<file path="src/rtl/rat_md_sched.sv">
// Two-requester round-robin scheduler in front of a shared rational mul_div unit.
// Accepts one op at a time, waits LATENCY cycles, then returns the tagged result.
module rat_md_sched #(
    parameter int WIDTH   = 32,
    parameter int LATENCY = 2
) (
    input  logic               clk,
    input  logic               rst,
    input  logic               req0_valid,
    output logic               req0_ready,
    input  logic               req0_div,
    input  logic [4*WIDTH-1:0] req0_ops,
    input  logic               req1_valid,
    output logic               req1_ready,
    input  logic               req1_div,
    input  logic [4*WIDTH-1:0] req1_ops,
    output logic               rsp_valid,
    input  logic               rsp_ready,
    output logic               rsp_id,
    output logic [WIDTH-1:0]   rsp_num,
    output logic [WIDTH-1:0]   rsp_den,
    output logic               rsp_err,
    output logic               busy,
    output logic               md_enable_div,
    output logic [WIDTH-1:0]   md_l_num,
    output logic [WIDTH-1:0]   md_l_den,
    output logic [WIDTH-1:0]   md_r_num,
    output logic [WIDTH-1:0]   md_r_den,
    input  logic [WIDTH-1:0]   md_s_num,
    input  logic [WIDTH-1:0]   md_s_den
);

    localparam int CW = (LATENCY > 1) ? $clog2(LATENCY) : 1;
    localparam logic [CW-1:0] CNT_LAST = CW'(LATENCY - 1);

    localparam logic [1:0] IDLE = 2'd0;
    localparam logic [1:0] WAIT = 2'd1;
    localparam logic [1:0] RESP = 2'd2;

    logic [1:0]         state;
    logic [CW-1:0]      cnt;
    logic               last_grant;
    logic               gnt;
    logic               accept;
    logic               gnt_div;
    logic [4*WIDTH-1:0] gnt_ops;

    // On a tie the requester not served last wins; otherwise whoever is valid.
    always_comb begin
        gnt = (req0_valid & req1_valid) ? ~last_grant : req1_valid;
        req0_ready = rst & (state == IDLE) & req0_valid & ~gnt;
        req1_ready = rst & (state == IDLE) & req1_valid & gnt;
        accept     = req0_ready | req1_ready;
        gnt_div    = gnt ? req1_div : req0_div;
        gnt_ops    = gnt ? req1_ops : req0_ops;
    end

    assign busy = (state != IDLE);

    // last_grant doubles as the id of the op in flight.
    always_ff @(posedge clk or negedge rst) begin
        if (!rst) begin
            state         <= IDLE;
            cnt           <= '0;
            last_grant    <= 1'b1;
            md_enable_div <= 1'b0;
            md_l_num      <= '0;
            md_l_den      <= '0;
            md_r_num      <= '0;
            md_r_den      <= '0;
            rsp_valid     <= 1'b0;
            rsp_id        <= 1'b0;
            rsp_num       <= '0;
            rsp_den       <= '0;
            rsp_err       <= 1'b0;
        end else begin
            case (state)
                IDLE: begin
                    if (accept) begin
                        md_enable_div <= gnt_div;
                        md_l_num      <= gnt_ops[4*WIDTH-1:3*WIDTH];
                        md_l_den      <= gnt_ops[3*WIDTH-1:2*WIDTH];
                        md_r_num      <= gnt_ops[2*WIDTH-1:WIDTH];
                        md_r_den      <= gnt_ops[WIDTH-1:0];
                        last_grant    <= gnt;
                        cnt           <= '0;
                        state         <= WAIT;
                    end
                end
                WAIT: begin
                    if (cnt == CNT_LAST) begin
                        rsp_num   <= md_s_num;
                        rsp_den   <= md_s_den;
                        rsp_err   <= (md_s_den == '0);
                        rsp_id    <= last_grant;
                        rsp_valid <= 1'b1;
                        state     <= RESP;
                    end else begin
                        cnt <= cnt + CW'(1);
                    end
                end
                RESP: begin
                    if (rsp_ready) begin
                        rsp_valid <= 1'b0;
                        state     <= IDLE;
                    end
                end
                default: state <= IDLE;
            endcase
        end
    end

endmodule
</file>
<file path="config.mk">
export PLATFORM = sky130hd
export DESIGN_NAME = rat_md_sched
export DESIGN_NICKNAME = d
export VERILOG_FILES = /design/src/rtl/rat_md_sched.sv
export SDC_FILE = /design/constraint.sdc
export NUM_CORES = 1
export LEC_CHECK = 0
export ABC_AREA = 0
export CORE_AREA = 2 2 205 207
export DETAILED_ROUTE_END_ITERATION = 10
export DIE_AREA = 0 0 207 209
export GPL_TIMING_DRIVEN = 0
export HOLD_SLACK_MARGIN = 0.06
export SETUP_SLACK_MARGIN = 0.4
export SLEW_MARGIN = 20
export SYNTH_ARGS = -nofsm -noshare
export SYNTH_HDL_FRONTEND = slang
export SYNTH_SLANG_ARGS = --single-unit
</file>
<file path="constraint.sdc">
create_clock -name clk -period 1.63 [get_ports clk]
set_clock_uncertainty 0.1 [all_clocks]
set_input_delay 0.326 -clock clk [delete_from_list [all_inputs] [get_ports clk]]
set_output_delay 0.326 -clock clk [all_outputs]
set_load 0.02 [all_outputs]
</file>
==> metrics.txt <==
Distinct cells, synth 22; Hold Path Class input pin to async pin; Worst setup SP type flop; Area growth syn-to-layout 94.4%; async set-or-reset flop fraction in the synthesized netlist 1.00; Setup crit end kind primary output; clock buffer depth 2; DIE AREA between 0.04 and 0.05 mm2; Iter 0 DRT Violations between 150 and 200; flops & latches, synth 200; most instantiated cells after synthesis 230 x mux2_2, 199 x dfrtp_1, 93 x mux2_1; Final Util 0.428; DRT Wirelength about 35,000 um; CTS tree yes; sequential fraction of the synthesis area 0.551; dpl hpwl ~25,000 um; Fmax approximately 0.5 GHz; ANT nets after route 0; first-pass GRT wire length roughly 50,000 um; gr usage total 0.151; clock period minus worst slack 2050 ps; share of post-route cells with drive strength above 1 0.508; GPL Wtd Cong approximately 0.77; Yosys top cell by area dfrtp_1; mapped cell area 0.00908 mm2; Syn Inst Count between 500 and 600; NumNets Final 1,545; clk sinks 200; Worst Path Max Fanout 3; relative slew slack 0.643; Clk pin slew, worst setup/hold paths about 80 ps; core area approximately 0.041 mm2; Initial Utilization 0.220; CP Cell Sequence a21boi_4 > buf_12 > buf_12 > and2_4 > buf_6; final cycle utilization of the critical path 1.26; slowest CP cell dfstp_2; number of fill cells in the layout 3,816; failing checks hold timing, setup timing; Port Buffers roughly 530; DRC violations left 0; Clk Latency, worst-skew pair around 440 ps; total gr overflow 0; Hold Violations, Final 83; I/O pin count ~530; Post-synth EDFFs 0; Setup TNS -59,740 ps; top cells by area, synth dfrtp_1 55%, mux2_2 29%, mux2_1 12%; Worst VDD drop 0.000914 V; Die X approximately 210 um; number of antenna violations at the first check in global routing 2; max-cap viol count 0; Final Max Tran Viols 0; most numerous cell in the Yosys netlist mux2_2; critical path data arrival time around 1600 ps; detail-routed via count per cell between 4 and 5; CP required approximately 1200 ps; Final Setup Violations 200; hold_ws -383 ps; static leakage between 0.007 and 0.008 uW; Pre-antenna DRT Iters 4; post-synth top area share 0.548; Critical Path Max Stage Delay between 500 and 600 ps; pre-CTS setup slack -1310 ps; number of global-route vias before repair 8,178; die height roughly 210 um; largest net degree at the start of global routing 91; final std cells w/o fill 1,772; Via Count between 7,000 and 8,000; dpl cells between 1,500 and 2,000; Crit Path Category flop to primary output; row cnt 75; Synthesized Nets 917; RSZ-0062 raised after global routing yes; CTS buffer count 17; Avg Inst Size Synth ~15 um2; Yosys Warn Count 0; Least-Margin Pin Slew 536 ps; CP most frequent cell buf_12; Root Buffer clkbuf_16; total power per unit cell area ~1800 mW/mm2; top_reg_cell synth dfrtp_1; worst setup margin -418 ps; run status complete, but fails checks; routed len/inst 19.6 um; H-tree depth 4
[timing repair]
item	CTS	global route
buffers inserted	31	36
gates cloned	2	13
endpoints found under the setup margin	397	398
resized for setup	1272	114
endpoints found under the hold margin	200	147
pin swaps	1	1
[placed cells by master (no fill, tap or decap), types with 2 or more instances in the layout]
cell               n
clkdlybuf4s50_1  323
buf_4             49
clkbuf_8           3
a21oi_1            2
buf_8             12
buf_12            19
clkinvlp_4         4
buf_6            222
dfrtp_2            3
mux2_1            62
bufinv_16          2
nor4_1             8
diode_2            2
nand2_1            3
buf_16             4
clkinv_2           2
mux2_4            97
mux2_2           164
dfrtp_1          196
clkbuf_16         30
o21ai_0            2
inv_1              2
inv_8              2
nand4_1            2
[through the flow]
stage / total power (uW) / area, um2
after global placement: 23700 / 15100
after floorplan: 16300 / 9220
after global routing: 33600 / 17700
after CTS: 30400 / 16600
after detailed placement: 23800 / 15200
final: 32100 / 17700
[critical path: cells and delay by family, from the launching register on]
family                 cells  cell delay (ps)
AND/OR/NAND/NOR            1              140
buffers and inverters      3              390
AO/OA/AOI/OAI              1               80
flip-flops                 1              560
[layer usage]
layer,vias up,GRT usage,routed length (um)
met5,-,0,0
met4,0,0.0515,707
met3,31,0.0555,2660
met2,322,0.270,18000
met1,3638,0.164,13300
li1,3399,-,-
[cells by family after synthesis]
group	Yosys count	share of synthesized area
compound gates	10	0.00744
buf+inv	37	0.0280
flops	200	0.551
mux	323	0.400
simple gates	20	0.0130
[report_power, final]
part / switching [uW] / internal [uW]
clock: 2070 / 2410
combinational: 7380 / 10800
sequential: 1880 / 7540
[sequential cells by signal, indices dropped and copies added, names as in the netlist]
register       flops
md_l_den          32
rsp_err            1
rsp_id             1
md_r_num          32
last_grant         1
rsp_den           32
md_enable_div      1
state              2
rsp_valid          1
md_l_num          32
md_r_den          32
cnt                1
rsp_num           32
[area by class of cell]
cell class / count / area, um2 / area share
diodes: 2 / 5.00 / 0.000283
multi-input cells: 353 / 4240 / 0.240
inverters: 2 / 7.51 / 0.000425
flip-flops and latches: 200 / 5010 / 0.284
repair buffers: 609 / 6570 / 0.372
clock inverters: 12 / 140 / 0.00794
plain buffers: 35 / 549 / 0.0311
clock buffers: 20 / 467 / 0.0264
well taps: 539 / 674 / 0.0382
[worst paths after layout]
kind,start,to,slack (ps),cells past startpoint
worst max-delay path,last_grant$_DFFE_PN1P_,req1_ready,-420,5
worst min-delay path,rst,md_r_den[12]$_DFFE_PN0P_,-380,1
worst max register to register,last_grant$_DFFE_PN1P_,md_r_num[28]$_DFFE_PN0P_,-420,7
worst min register to register,md_r_den[29]$_DFFE_PN0P_,md_r_den[29]$_DFFE_PN0P_,410,1
max in group asynchronous,rst,md_r_num[29]$_DFFE_PN0P_,1030,2
min in group clk,req1_valid,state[0]$_DFFE_PN0P_,170,3
Power figures use the tool's default switching activity.
